==> config.mk <==
export PLATFORM = sky130hd
export DESIGN_NAME = dram_arbiter_flat
export DESIGN_NICKNAME = d
export VERILOG_FILES = /design/src/rtl/dram_arbiter_if.sv /design/src/rtl/dram_arbiter.sv /design/src/flat_wrapper.sv
export SDC_FILE = /design/constraint.sdc
export NUM_CORES = 1
export LEC_CHECK = 0
export BUFFER_PORTS_ARGS = -buffer_cell sky130_fd_sc_hd__buf_2
export CAP_MARGIN = 5
export CORE_AREA = 2 2 133 135
export DETAILED_ROUTE_END_ITERATION = 10
export DIE_AREA = 0 0 135 137
export GPL_TIMING_DRIVEN = 0
export MAX_ROUTING_LAYER = met4
export SLEW_MARGIN = 10
export SYNTH_ARGS = -nofsm -noshare
export SYNTH_HDL_FRONTEND = slang
export SYNTH_SLANG_ARGS = --single-unit
==> constraint.sdc <==
create_clock -name clk -period 3.3 [get_ports clk]
set_input_delay 0.165 -clock clk [delete_from_list [all_inputs] [get_ports clk]]
set_output_delay 0.165 -clock clk [all_outputs]
set_load 0.01 [all_outputs]
==> src/rtl/dram_arbiter_if.sv <==
// Master-side bus of the DRAM arbiter: per-master beat requests/commands,
// grants, and the shared read-return channel.
interface dram_arbiter_if #(
  parameter int unsigned NUM_MASTERS = 3,
  parameter int unsigned ADDR_WIDTH  = 32,
  parameter int unsigned DATA_WIDTH  = 32
) ();

  logic [NUM_MASTERS-1:0]                 i_req;
  logic [NUM_MASTERS-1:0]                 i_we;
  logic [NUM_MASTERS-1:0][ADDR_WIDTH-1:0] i_addr;
  logic [NUM_MASTERS-1:0][DATA_WIDTH-1:0] i_wdata;
  logic [NUM_MASTERS-1:0]                 o_gnt;
  logic [NUM_MASTERS-1:0]                 o_rvalid;
  logic [DATA_WIDTH-1:0]                  o_rdata;

  // Seen from the requesting blocks
  modport master (
    output i_req, i_we, i_addr, i_wdata,
    input  o_gnt, o_rvalid, o_rdata
  );

  // Seen from the arbiter
  modport slave (
    input  i_req, i_we, i_addr, i_wdata,
    output o_gnt, o_rvalid, o_rdata
  );

endinterface

==> src/rtl/dram_arbiter.sv <==
// Round-robin DRAM port arbiter with burst lock and beat cap; issues registered
// DRAM commands and steers read data back through a latency-matched tag pipe.
module dram_arbiter #(
  parameter int unsigned NUM_MASTERS = 3,
  parameter int unsigned ADDR_WIDTH  = 32,
  parameter int unsigned DATA_WIDTH  = 32,
  parameter int unsigned MAX_BURST   = 8,
  parameter int unsigned RD_LATENCY  = 1
) (
  input  logic                           clk,
  input  logic                           glbl_rst_n,
  dram_arbiter_if.slave                  bus,
  output logic                           o_dram_valid,
  output logic                           o_dram_we,
  output logic [ADDR_WIDTH-1:0]          o_dram_addr,
  output logic [DATA_WIDTH-1:0]          o_dram_wdata,
  input  logic [DATA_WIDTH-1:0]          i_dram_rdata,
  output logic                           o_busy,
  output logic [$clog2(NUM_MASTERS)-1:0] o_owner
);

  localparam int unsigned IDW = $clog2(NUM_MASTERS);
  localparam int unsigned BW  = (MAX_BURST > 1) ? $clog2(MAX_BURST) : 1;

  localparam logic [0:0] ST_ARB = 1'b0;
  localparam logic [0:0] ST_OWN = 1'b1;

  logic [0:0]             state_q, state_d;
  logic [IDW-1:0]         owner_q, owner_d;
  logic [IDW-1:0]         rr_ptr_q, rr_ptr_d;
  logic [BW-1:0]          beat_cnt_q, beat_cnt_d;

  logic [IDW-1:0]         pick;
  logic                   pick_vld;
  logic [NUM_MASTERS-1:0] gnt_c;
  logic [NUM_MASTERS-1:0] owner_oh;
  logic                   others_req;
  logic                   cap_hit;

  logic                   dram_valid_q, dram_valid_d;
  logic                   dram_we_q, dram_we_d;
  logic [ADDR_WIDTH-1:0]  dram_addr_q, dram_addr_d;
  logic [DATA_WIDTH-1:0]  dram_wdata_q, dram_wdata_d;

  logic [RD_LATENCY-1:0]          tag_vld_q, tag_vld_d;
  logic [RD_LATENCY-1:0][IDW-1:0] tag_id_q, tag_id_d;
  logic [NUM_MASTERS-1:0]         rvalid_q, rvalid_d;
  logic                           busy_q, busy_d;

  // Modulo-NUM_MASTERS increment of a master index
  function automatic logic [IDW-1:0] wrap_add(input logic [IDW-1:0] base,
                                              input int unsigned    off);
    int unsigned s;
    s = 32'(base) + off;
    if (s >= NUM_MASTERS) s = s - NUM_MASTERS;
    return IDW'(s);
  endfunction

  // First requester found searching cyclically from rr_ptr
  always_comb begin
    pick     = '0;
    pick_vld = 1'b0;
    for (int unsigned i = 0; i < NUM_MASTERS; i++) begin
      if (!pick_vld && bus.i_req[wrap_add(rr_ptr_q, i)]) begin
        pick     = wrap_add(rr_ptr_q, i);
        pick_vld = 1'b1;
      end
    end
  end

  // Next-state, grant, command and tag-pipeline logic
  always_comb begin
    state_d      = state_q;
    owner_d      = owner_q;
    rr_ptr_d     = rr_ptr_q;
    beat_cnt_d   = beat_cnt_q;
    gnt_c        = '0;
    owner_oh     = NUM_MASTERS'(1) << owner_q;
    others_req   = |(bus.i_req & ~owner_oh);
    cap_hit      = (beat_cnt_q == BW'(MAX_BURST - 1));
    dram_valid_d = 1'b0;
    dram_we_d    = 1'b0;
    dram_addr_d  = dram_addr_q;
    dram_wdata_d = dram_wdata_q;
    tag_vld_d    = '0;
    tag_id_d     = '0;
    rvalid_d     = '0;
    busy_d       = 1'b0;

    case (state_q)
      ST_ARB: begin
        if (pick_vld) begin
          state_d    = ST_OWN;
          owner_d    = pick;
          beat_cnt_d = '0;
        end
      end
      ST_OWN: begin
        if (!bus.i_req[owner_q]) begin
          state_d    = ST_ARB;
          owner_d    = '0;
          rr_ptr_d   = wrap_add(owner_q, 1);
          beat_cnt_d = '0;
        end else begin
          gnt_c = owner_oh;
          if (cap_hit && others_req) begin
            state_d    = ST_ARB;
            owner_d    = '0;
            rr_ptr_d   = wrap_add(owner_q, 1);
            beat_cnt_d = '0;
          end else begin
            // A lone requester keeps the port; the counter just wraps
            beat_cnt_d = cap_hit ? '0 : beat_cnt_q + BW'(1);
          end
        end
      end
      default: state_d = ST_ARB;
    endcase

    if (|gnt_c) begin
      dram_valid_d = 1'b1;
      dram_we_d    = bus.i_we[owner_q];
      dram_addr_d  = bus.i_addr[owner_q];
      dram_wdata_d = bus.i_wdata[owner_q];
    end

    // Stage 0 lines up with the command on the pins; o_rvalid is one stage past the end
    tag_vld_d[0] = (|gnt_c) && !bus.i_we[owner_q];
    tag_id_d[0]  = owner_q;
    for (int unsigned k = 1; k < RD_LATENCY; k++) begin
      tag_vld_d[k] = tag_vld_q[k-1];
      tag_id_d[k]  = tag_id_q[k-1];
    end
    if (tag_vld_q[RD_LATENCY-1]) begin
      rvalid_d = NUM_MASTERS'(1) << tag_id_q[RD_LATENCY-1];
    end

    busy_d = (state_d == ST_OWN) || (|tag_vld_d);
  end

  always_ff @(posedge clk or negedge glbl_rst_n) begin
    if (!glbl_rst_n) begin
      state_q      <= ST_ARB;
      owner_q      <= '0;
      rr_ptr_q     <= '0;
      beat_cnt_q   <= '0;
      dram_valid_q <= 1'b0;
      dram_we_q    <= 1'b0;
      dram_addr_q  <= '0;
      dram_wdata_q <= '0;
      tag_vld_q    <= '0;
      tag_id_q     <= '0;
      rvalid_q     <= '0;
      busy_q       <= 1'b0;
    end else begin
      state_q      <= state_d;
      owner_q      <= owner_d;
      rr_ptr_q     <= rr_ptr_d;
      beat_cnt_q   <= beat_cnt_d;
      dram_valid_q <= dram_valid_d;
      dram_we_q    <= dram_we_d;
      dram_addr_q  <= dram_addr_d;
      dram_wdata_q <= dram_wdata_d;
      tag_vld_q    <= tag_vld_d;
      tag_id_q     <= tag_id_d;
      rvalid_q     <= rvalid_d;
      busy_q       <= busy_d;
    end
  end

  // Read data is forced to zero outside a return cycle so idle/reset shows 0
  assign bus.o_gnt    = gnt_c;
  assign bus.o_rvalid = rvalid_q;
  assign bus.o_rdata  = (|rvalid_q) ? i_dram_rdata : '0;

  assign o_dram_valid = dram_valid_q;
  assign o_dram_we    = dram_we_q;
  assign o_dram_addr  = dram_addr_q;
  assign o_dram_wdata = dram_wdata_q;
  assign o_busy       = busy_q;
  assign o_owner      = owner_q;

endmodule

==> src/flat_wrapper.sv <==
// flat-port wrapper written by rule: the top's interface ports become plain ports
module dram_arbiter_flat 
#(
  parameter int unsigned NUM_MASTERS = 3,
  parameter int unsigned ADDR_WIDTH  = 32,
  parameter int unsigned DATA_WIDTH  = 32,
  parameter int unsigned MAX_BURST   = 8,
  parameter int unsigned RD_LATENCY  = 1
)
  (clk, glbl_rst_n, o_dram_valid, o_dram_we, o_dram_addr, o_dram_wdata, i_dram_rdata, o_busy, o_owner, bus_i_req, bus_i_we, bus_i_addr, bus_i_wdata, bus_o_gnt, bus_o_rvalid, bus_o_rdata);
  dram_arbiter_if #(.NUM_MASTERS(NUM_MASTERS), .ADDR_WIDTH(ADDR_WIDTH), .DATA_WIDTH(DATA_WIDTH)) bus_i ();
  input  logic clk;
  input  logic glbl_rst_n;
  output logic o_dram_valid;
  output logic o_dram_we;
  output logic [ADDR_WIDTH-1:0] o_dram_addr;
  output logic [DATA_WIDTH-1:0] o_dram_wdata;
  input  logic [DATA_WIDTH-1:0] i_dram_rdata;
  output logic o_busy;
  output logic [$clog2(NUM_MASTERS)-1:0] o_owner;
  input wire logic [$bits(bus_i.i_req)-1:0] bus_i_req;
  input wire logic [$bits(bus_i.i_we)-1:0] bus_i_we;
  input wire logic [$bits(bus_i.i_addr)-1:0] bus_i_addr;
  input wire logic [$bits(bus_i.i_wdata)-1:0] bus_i_wdata;
  output wire logic [$bits(bus_i.o_gnt)-1:0] bus_o_gnt;
  output wire logic [$bits(bus_i.o_rvalid)-1:0] bus_o_rvalid;
  output wire logic [$bits(bus_i.o_rdata)-1:0] bus_o_rdata;
  assign bus_i.i_req = bus_i_req;
  assign bus_i.i_we = bus_i_we;
  assign bus_i.i_addr = bus_i_addr;
  assign bus_i.i_wdata = bus_i_wdata;
  assign bus_o_gnt = bus_i.o_gnt;
  assign bus_o_rvalid = bus_i.o_rvalid;
  assign bus_o_rdata = bus_i.o_rdata;
  dram_arbiter #(.NUM_MASTERS(NUM_MASTERS), .ADDR_WIDTH(ADDR_WIDTH), .DATA_WIDTH(DATA_WIDTH), .MAX_BURST(MAX_BURST), .RD_LATENCY(RD_LATENCY)) u_core (.clk(clk), .glbl_rst_n(glbl_rst_n), .bus(bus_i), .o_dram_valid(o_dram_valid), .o_dram_we(o_dram_we), .o_dram_addr(o_dram_addr), .o_dram_wdata(o_dram_wdata), .i_dram_rdata(i_dram_rdata), .o_busy(o_busy), .o_owner(o_owner));
endmodule
==> key figures, run 1 <==
Timing
  • Final setup vio count: 0
  • Pins Over Slew Limit: 0
  • RSZ-0062 raised after global routing: no
  • Crit path time final: 2.996 ns
  • Final period utilization: 90.77%
  • Final Hold Fails: 0
  • Fin Clk Skew: 0.01173 ns
  • Worst-Margin Slew: 0.7692 ns
  • Fmax achieved: 333.8 MHz
  • Slew margin rel.: 48.72%
  • Setup TNS: 0 ns

Worst setup path
  • Arrival time worst endpoint: 3.21 ns
  • Reg-to-reg endpoint: u_core.o_dram_addr[21]
  • Setup Crit Path Kind: flip-flop to flip-flop
  • Type of element launching the critical path: flip-flop
  • R2R Setup Slk: 0.30 ns
  • Worst setup path endpoint: u_core.o_dram_addr[21]
  • Origin of the worst setup path: u_core.o_owner[0]
  • CP Max Fanout: 10
  • WP data required: 3.52 ns
  • Worst r2r src: u_core.o_owner[0]
  • Worst setup EP type: flip-flop
  • R2R depth: 9

Global route
  • Congestion Overflow GR: 0
  • First-pass GRT wire length: 23170 um
  • Largest net degree at the start of global routing: 45
  • Gr usage total: 16.54%
  • Initial antenna violation count: 0
  • Vias in the first global route: 4563

Die
  • Full die area: 18500 um2
  • Num rows: 48
  • Die Y-Extent: 137 um
  • Horiz. Die Dim: 135 um
  • Placeable core area: 17060 um2
  • Initial Util: 28.98%
  • Boundary Pins: 339

Clock tree
  • Clk_lat worst skew: 0.34 ns
  • CTS sink count: 81
  • Post-CTS resize count: 0
  • Inserted Clock Buffers: 9
  • Root Buffer: clkbuf_16
  • H-tree lvl count: 3
  • CTS tree: done
  • CTS clock-pin slew for the worst setup and hold paths: 0.06 ns
  • Clk buf depth: 2

Logic synthesis
  • Synth Cell Area: 4943 um2
  • Netlist cell types: 43
  • Post-synthesis net count: 708
  • Synth Register Bits: 81
  • Yosys Warn Count: 0
  • Number of enable flip-flop cells after synthesis: 0
  • Sequential-to-total area share from yosys stat: 41.00%
  • Predominant post-synthesis flop cell: dfrtp_1
  • Asr flop ratio synth: 100.0%
  • Cells after Synth: 469
  • Syn avg cell area: 10.54 um2

Placed design
  • DP Area: 6939 um2
  • GPL Wtd Cong: 0.8265
  • PortBufs: 338
  • Dpl hpwl: 12400 um

Final layout
  • Final nets: 1059
  • Antenna cells: 0
  • Layout cells sized above 1: 53.76%
  • Final design utilization: 42.84%
  • Fin area: 7307 um2
  • Layout area overhead: 47.81%

Power
  • Combinational Power Share: 57.5%
  • Lkg Pwr: 3.646 nW
  • Switch Pwr: 2.679 mW
  • Power density cells: 952.6 nW/um2
  • Flop pwr share: 25.2%
  • Internal power: 4.281 mW
  • Peak supply drop: 0.0003358 V
  • Switching portion of total power: 38.49%
  • Clk pwr share: 17.2%

Flow run
  • Max Cap Viol: 0

Worst hold path
  • Worst min-delay path class: input pin to flip-flop

Drt
  • Met3 Wirelength: 969 um
  • Initial DRC Count: 122
  • Met1 Routed Length: 6416 um
  • Routed vias/inst: 4.452
  • Detailed Routing Iterations Pass 1: 4
  • Drt total wl: 15390 um
  • Top layer in use: met4
  • Routed WL per cell: 14.67 um
  • Antenna-violating nets left: 0
  • Met2 WL post-DR: 7827 um
  • Drt drc: 0
  • Vias: 4670

Status
  • Status: finished, final reports clean
-- state kept, by name (all words and copies together) (netlist names) --
| signal | cells |
|---|---|
| u_core.o_busy | 1 |
| u_core.tag_id_q | 2 |
| u_core.o_dram_addr | 32 |
| u_core.beat_cnt_q | 3 |
| u_core.o_owner | 2 |
| u_core.state_q | 1 |
| u_core.o_dram_we | 1 |
| u_core.tag_vld_q | 1 |
| u_core.o_dram_valid | 1 |
| u_core.o_dram_wdata | 32 |
| u_core.rr_ptr_q | 2 |
| u_core.bus.o_rvalid | 3 |
-- cell usage after synthesis (2+ instances only) --
| cell type | instances | share of area [%] |
|---|---|---|
| o21ai_0 | 65 | 6.6 |
| inv_1 | 7 | 0.53 |
| buf_6 | 2 | 0.46 |
| mux2_1 | 2 | 0.46 |
| buf_2 | 16 | 1.6 |
| nor2_1 | 5 | 0.38 |
| mux2_2 | 36 | 8.2 |
| buf_8 | 2 | 0.61 |
| o2111ai_1 | 2 | 0.35 |
| or2_2 | 2 | 0.25 |
| a21oi_1 | 4 | 0.40 |
| nand2_1 | 66 | 5.0 |
| ha_1 | 7 | 1.8 |
| a21o_1 | 2 | 0.30 |
| mux2_4 | 27 | 8.2 |
| and3b_1 | 2 | 0.35 |
| and2_1 | 2 | 0.25 |
| dfrtp_1 | 81 | 41 |
| nor2b_1 | 36 | 4.6 |
| clkbuf_1 | 12 | 0.91 |
| mux2i_1 | 67 | 14 |
| and3_1 | 3 | 0.38 |
-- placed cells by master (no fill, tap or decap), types with 2 or more instances in the layout --
cell	n
a21oi_1	4
bufinv_16	4
ha_1	7
nand2_1	66
mux2_4	27
buf_8	2
mux2i_1	67
or2_2	2
buf_2	353
buf_4	2
and3_1	3
and2_1	2
o2111ai_1	2
clkbuf_16	9
o21ai_0	65
dfrtp_1	81
nor2b_1	36
mux2_2	36
inv_1	7
and3b_1	2
buf_6	2
clkbuf_1	13
nor2_1	5
mux2_1	2
a21o_1	2
-- layer usage --
layer  vias to the layer above  global-route usage [%]
met4                         0                   4.688
met1                      2143                   19.99
met3                        14                   2.704
met2                       174                   28.62
met5                         -                       -
li1                       2339                       -
-- worst min path at each step --
stage / start / to / slack, ns / cells past startpoint
6_report: bus_i_we[1] / u_core.o_dram_we / 0.13 / 3
4_1_cts: bus_i_we[1] / u_core.o_dram_we / 0.12 / 3
3_3_place_gp: u_core.tag_id_q[0] / u_core.bus.o_rvalid[0] / 0.43 / 1
2_1_floorplan: glbl_rst_n / u_core.beat_cnt_q[0] / -0.13 / 0
3_5_place_dp: glbl_rst_n / u_core.o_dram_addr[19] / 0.20 / 1
5_1_grt: bus_i_we[1] / u_core.o_dram_we / 0.15 / 3
-- layout make-up --
type                       count  area, um2
fill                        1712       9749
multi-input combinational    347       2699
sequential                    81       2027
timing repair buffer         340       1724
tap                          225      281.5
clock buffer                  10      229.0
buffer                        33      185.2
clock inverter                 5      128.9
inverter                       8      32.53
-- worst max-delay path, cell delays in order, from the launching register on --
cell	delay [ns]
dfrtp_1	0.68
buf_2	0.34
clkbuf_1	0.34
inv_1	0.15
ha_1	0.28
o311ai_4	0.36
inv_4	0.08
buf_6	0.17
buf_8	0.16
mux2_4	0.30
-- what timing repair did --
action	CTS	global route
buffers inserted	0	0
hold endpoints to repair	43	0
hold buffers	1	0
-- power groups by stage --
stage | Sequential (mW) | Combinational [mW] | Clock [mW]
6_report | 1.76 | 4.01 | 1.20
5_1_grt | 1.82 | 4.40 | 1.28
4_1_cts | 1.76 | 4.08 | 1.24
3_5_place_dp | 1.77 | 4.07 | 0
3_3_place_gp | 1.75 | 4.05 | 0
2_1_floorplan | 1.96 | 2.51 | 0
-- through the flow --
stage | power, mW | setup slack (ns) | hold slack [ns] | std cells
after global placement | 5.803 | 0.1783 | 0.4319 | 1032
final | 6.961 | 0.3045 | 0.1310 | 1049
after global routing | 7.500 | 0.03295 | 0.1511 | 1049
after CTS | 7.082 | 0.1354 | 0.1167 | 1049
after detailed placement | 5.837 | 0.1601 | 0.1995 | 1033
after floorplan | 4.472 | 0.8381 | -0.1306 | 469
-- cells by family after synthesis --
kind of cell	count (synthesis)	synth area share, %
AOI/OAI and AO/OA	83	9.871
DFF	81	41.00
buffers and inverters	41	4.404
muxes	132	30.42
and+or+nand+nor	125	12.53
adders and majority gates	7	1.772
(Power assumes the default switching activity.)
==> run 2, diff against run 1 <==
--- a/config.mk
+++ b/config.mk
@@ -7,11 +7,12 @@
 export LEC_CHECK = 0
 export BUFFER_PORTS_ARGS = -buffer_cell sky130_fd_sc_hd__buf_2
 export CAP_MARGIN = 5
-export CORE_AREA = 2 2 133 135
+export CORE_AREA = 2 2 132 134
 export DETAILED_ROUTE_END_ITERATION = 10
-export DIE_AREA = 0 0 135 137
+export DIE_AREA = 0 0 134 136
 export GPL_TIMING_DRIVEN = 0
 export MAX_ROUTING_LAYER = met4
+export SKIP_LAST_GASP = 1
 export SLEW_MARGIN = 10
 export SYNTH_ARGS = -nofsm -noshare
 export SYNTH_HDL_FRONTEND = slang
==> key figures, run 2 (synthesis results as in run 1) <==
Placed design
  • Placed cell count: 1033
  • Dpl hpwl: 13150 um
  • PortBufs: 338
  • GPL Wtd Cong: 0.8357

Worst setup path
  • Setup Crit Path Kind: flip-flop to flip-flop
  • Reg-to-reg endpoint: u_core.o_dram_addr[25]
  • CP Max Fanout: 10
  • Arrival time worst endpoint: 3.26 ns
  • WP data required: 3.52 ns
  • Worst r2r src: u_core.o_owner[1]
  • R2R Setup Slk: 0.26 ns
  • Worst setup EP type: flip-flop
  • R2R depth: 10
  • Type of element launching the critical path: flip-flop

Timing
  • Fin Clk Skew: 0.006564 ns
  • Final period utilization: 92.24%
  • Setup TNS: 0 ns
  • Final setup vio count: 0
  • Final Hold Fails: 0
  • Crit path time final: 3.044 ns
  • RSZ-0062 raised after global routing: no
  • Worst-Margin Slew: 0.6822 ns
  • Fmax achieved: 328.5 MHz
  • Pins Over Slew Limit: 0
  • Slew margin rel.: 54.17%

Clock tree
  • H-tree lvl count: 3
  • CTS clock-pin slew for the worst setup and hold paths: 0.06 ns
  • Clk_lat worst skew: 0.34 ns
  • Post-CTS Setup Bufs: 0
  • Root Buffer: clkbuf_16
  • CTS tree: done
  • Clk buf depth: 2
  • CTS sink count: 81
  • Inserted Clock Buffers: 9

Power
  • Lkg Pwr: 3.613 nW
  • Power density cells: 932.7 nW/um2
  • Peak supply drop: 0.0004031 V

Global route
  • Congestion Overflow GR: 0
  • Gr usage total: 17.46%
  • Vias in the first global route: 4484
  • Initial antenna violation count: 2
  • First-pass GRT wire length: 23780 um
  • Largest net degree at the start of global routing: 47

Drt
  • Drt total wl: 16300 um
  • Initial DRC Count: 145
  • Routed WL per cell: 15.50 um
  • Antenna-violating nets left: 0
  • Vias: 4754
  • Drt drc: 0
  • Detailed Routing Iterations Pass 1: 4
  • Routed vias/inst: 4.519

Flow run
  • Max Cap Viol: 0

Die
  • Horiz. Die Dim: 134 um
  • Num rows: 48
  • Boundary Pins: 339
  • Placeable core area: 16880 um2
  • Initial Util: 29.29%
  • Full die area: 18220 um2
  • Die Y-Extent: 136 um

Final layout
  • Final Non-Filler Cells: 1052
  • Most frequent cells in the layout: buf_2, dfrtp_1, mux2i_1
  • Filler instances: 1716
  • Final nets: 1059
  • Layout area overhead: 46.57%
  • Layout cells sized above 1: 54.06%
  • Most common cell after layout, fill and taps aside: buf_2

Worst hold path
  • Worst min-delay path class: input pin to flip-flop
  • Hold path startpoint: bus_i_we[1]
  • Hold Path Depth: 3
  • Hold EP: u_core.o_dram_we

Status
  • Status: finished, final reports clean
[run 2: layer usage]
layer | part of all wire, % | vias up | global-route usage (%) | wire length (um)
li1 | - | 2344 | - | -
met4 | 1.3 | 0 | 3.783 | 215
met1 | 40 | 2207 | 19.65 | 6562
met5 | 0 | - | - | 0
met3 | 7.3 | 18 | 5.481 | 1192
met2 | 51 | 185 | 30.54 | 8334
[run 2: critical path, stage by stage (launching register included)]
cell	delay [ns]
dfrtp_1	0.45
buf_4	0.20
buf_2	0.40
buf_2	0.37
inv_1	0.13
ha_1	0.28
o311ai_4	0.38
inv_4	0.07
buf_6	0.17
buf_8	0.16
mux2_4	0.30
[run 2: how the worst max path moves through the flow]
stage | from | end | slack [ns] | cells after the start
floorplan | u_core.o_owner[1] | u_core.o_dram_addr[19] | 0.84 | 10
global placement | u_core.o_owner[0] | u_core.o_dram_addr[23] | 0.11 | 9
detailed placement | u_core.o_owner[0] | u_core.o_dram_addr[25] | 0.14 | 9
CTS | u_core.o_owner[0] | u_core.o_dram_addr[25] | 0.11 | 9
global route | u_core.o_owner[1] | u_core.o_dram_addr[25] | 0.10 | 10
finish | u_core.o_owner[1] | u_core.o_dram_addr[25] | 0.26 | 10
[run 2: timing repair]
action / CTS / global route
gates resized for setup: 0 / 1
hold endpoints to repair: 35 / 0
setup endpoints to repair: 0 / 27
hold buffers: 1 / 0
[run 2: cell type report]
cell class                      count  area (um2)  share of cell area [%]
Tap cell                          225       281.5                   3.885
Buffer                             33       185.2                   2.556
Clock buffer                       11       252.7                   3.488
Clock inverter                      5       30.03                  0.4144
Sequential cell                    81        2028                   27.99
Multi-Input combinational cell    347        2699                   37.25
Inverter                            8       32.53                  0.4490
Timing Repair Buffer              340        1732                   23.90
Antenna cell                        2       5.005                 0.06907
[run 2: where the power goes]
group | leakage, nW | switching, mW | total, mW | internal [mW]
combinational | 2.49 | 2.08 | 4.05 | 1.97
clock | 0.137 | 0.401 | 0.947 | 0.546
sequential | 0.985 | 0.260 | 1.76 | 1.50
total | 3.61 | 2.74 | 6.76 | 4.02
[run 2: through the flow]
stage / setup slack (ns) / power, mW / hold WS (ns) / area (um2) / utilization, %
global route: 0.1004 / 7.261 / 0.1327 / 7246 / 42.93
global placement: 0.1086 / 5.832 / 0.4341 / 6917 / 40.98
CTS: 0.1128 / 6.866 / 0.1039 / 7239 / 42.90
floorplan: 0.8381 / 4.472 / -0.1306 / 4943 / -
finish: 0.2562 / 6.758 / 0.1209 / 7246 / 42.93
detailed placement: 0.1371 / 5.883 / 0.1668 / 6947 / 41.16
==> run 3, diff against run 2 <==
==> constraint.sdc (replaced) <==
create_clock -name clk -period 2.8 [get_ports clk]
set_input_delay 0.14 -clock clk [delete_from_list [all_inputs] [get_ports clk]]
set_output_delay 0.14 -clock clk [all_outputs]
set_load 0.01 [all_outputs]
==> key figures, run 3 (synthesis results as in run 1) <==
Global route
  • Initial antenna violation count: 2
  • Gr usage total: 17.35%
  • Largest net degree at the start of global routing: 47
  • Congestion Overflow GR: 0
  • First-pass GRT wire length: 23680 um
  • Vias in the first global route: 4482

Final layout
  • Layout area overhead: 46.34%
  • Area occupied by multi-input gates: 2699 um2
  • Most common cell after layout, fill and taps aside: buf_2
  • Filler instances: 1718
  • Layout cells sized above 1: 54.01%
  • Reg area: 2028 um2
  • Most frequent cells in the layout: buf_2, dfrtp_1, mux2i_1
  • Final nets: 1056

Timing
  • Fmax achieved: 388.6 MHz
  • Final setup vio count: 0
  • Pins Over Slew Limit: 0
  • Fin Clk Skew: 0.005128 ns
  • Crit path time final: 2.573 ns
  • Worst-Margin Slew: 0.6880 ns
  • Final Hold Fails: 0
  • RSZ-0062 raised after global routing: no
  • Final period utilization: 91.90%
  • Slew margin rel.: 53.78%
  • Setup TNS: 0 ns

Clock tree
  • CTS sink count: 81
  • CTS clock-pin slew for the worst setup and hold paths: 0.06 ns
  • Clk buf depth: 2
  • H-tree lvl count: 3
  • CTS tree: done
  • Root Buffer: clkbuf_16
  • Inserted Clock Buffers: 9
  • Clk_lat worst skew: 0.34 ns
  • Post-CTS Setup Bufs: 0

Power
  • Switching portion of total power: 40.46%
  • Lkg Pwr: 3.601 nW
  • Switch Pwr: 3.213 mW
  • Pwr Total: 7.941 mW
  • Power density cells: 1098 nW/um2
  • Clk pwr share: 14.0%
  • Combinational Power Share: 59.9%
  • Peak supply drop: 0.0004742 V
  • Internal power: 4.728 mW
  • Flop pwr share: 26.1%

Worst setup path
  • CP Max Fanout: 19
  • Arrival time worst endpoint: 2.79 ns
  • WP data required: 3.02 ns
  • Crit-path cells: clkbuf_4 -> inv_1 -> ha_1 -> o311ai_4 -> inv_4 -> buf_6 -> buf_8 -> mux2_4
  • Slowest CP cell: dfrtp_2
  • Type of element launching the critical path: flip-flop
  • Max stage delay on crit path: 0.55 ns
  • Setup Crit Path Kind: flip-flop to flip-flop
  • R2R depth: 8
  • Worst setup EP type: flip-flop

Die
  • Boundary Pins: 339
  • Placeable core area: 16880 um2
  • Full die area: 18220 um2
  • Die Y-Extent: 136 um
  • Initial Util: 29.29%
  • Horiz. Die Dim: 134 um
  • Num rows: 48

Drt
  • Routed WL per cell: 15.44 um
  • Initial DRC Count: 151
  • Antenna-violating nets left: 0
  • Vias: 4755
  • Detailed Routing Iterations Pass 1: 4
  • Routed vias/inst: 4.533
  • Drt drc: 0
  • Drt total wl: 16200 um

Placed design
  • GPL Wtd Cong: 0.8357
  • PortBufs: 338
  • Dpl hpwl: 13150 um

Flow run
  • Max Cap Viol: 0

Worst hold path
  • Hold Path Depth: 3
  • Worst min-delay path class: input pin to flip-flop

Status
  • Status: finished, final reports clean
run 3: path summary, 6_finish.rpt:
check | endpoint | start | slack, ns
max in group asynchronous | u_core.o_dram_addr[20] | glbl_rst_n | 1.89
worst min register to register | u_core.bus.o_rvalid[0] | u_core.tag_id_q[0] | 0.44
min in group asynchronous | u_core.rr_ptr_q[1] | glbl_rst_n | 0.30
worst max register to register | u_core.o_dram_addr[24] | u_core.o_owner[0] | 0.23
worst max-delay path | u_core.o_dram_addr[24] | u_core.o_owner[0] | 0.23
worst min-delay path | u_core.o_dram_we | bus_i_we[1] | 0.1
run 3: area by class of cell:
class	count	share of cell area (%)
inverter	8	0.4497
clock inverter	5	0.4151
sequential	81	28.04
multi-input combinational	347	37.31
timing repair buffer	340	23.94
antenna	2	0.06918
clock buffer	11	3.494
tap	225	3.891
buffer	30	2.404
run 3: routing by layer:
layer	global-route usage (%)	up-vias	wire length, um
met5	-	-	0
met4	3.487	0	182
met3	5.481	18	1220
met2	30.57	187	8351
met1	19.42	2211	6446
li1	-	2339	-
run 3: metrics by stage:
step           area (um2)  util (%)  setup WS (ns)  instances  hold slack [ns]
2_1_floorplan        4943         -         0.3381        469          -0.1556
3_3_place_gp         6917     40.98        -0.3914       1032           0.4341
3_5_place_dp         6947     41.16        -0.3629       1033           0.1418
4_1_cts              7227     42.82        0.05473       1047          0.07891
5_1_grt              7234     42.87        0.07153       1049           0.1077
6_report             7234     42.87         0.2267       1049          0.09606
run 3: what timing repair did:
item	in CTS	in global routing
endpoints found under the setup margin	69	27
hold buffers	1	0
gates resized for setup	1	1
gates cloned	0	0
endpoints found under the hold margin	35	0
pin swaps	0	0
run 3: power by group through the flow:
stage / Sequential (mW) / Combinational [mW] / Clock, mW
6_report: 2.07 / 4.75 / 1.11
2_1_floorplan: 2.31 / 2.96 / 0
3_3_place_gp: 2.07 / 4.80 / 0
4_1_cts: 2.08 / 4.84 / 1.15
5_1_grt: 2.15 / 5.19 / 1.20
3_5_place_dp: 2.09 / 4.85 / 0
run 3: critical path, delay by kind of cell (launching register included):
family / cells / cell delay, ns
compound gates: 1 / 0.39
fa+ha+maj: 1 / 0.28
buf+inv: 5 / 0.91
flops: 1 / 0.55
mux: 1 / 0.30
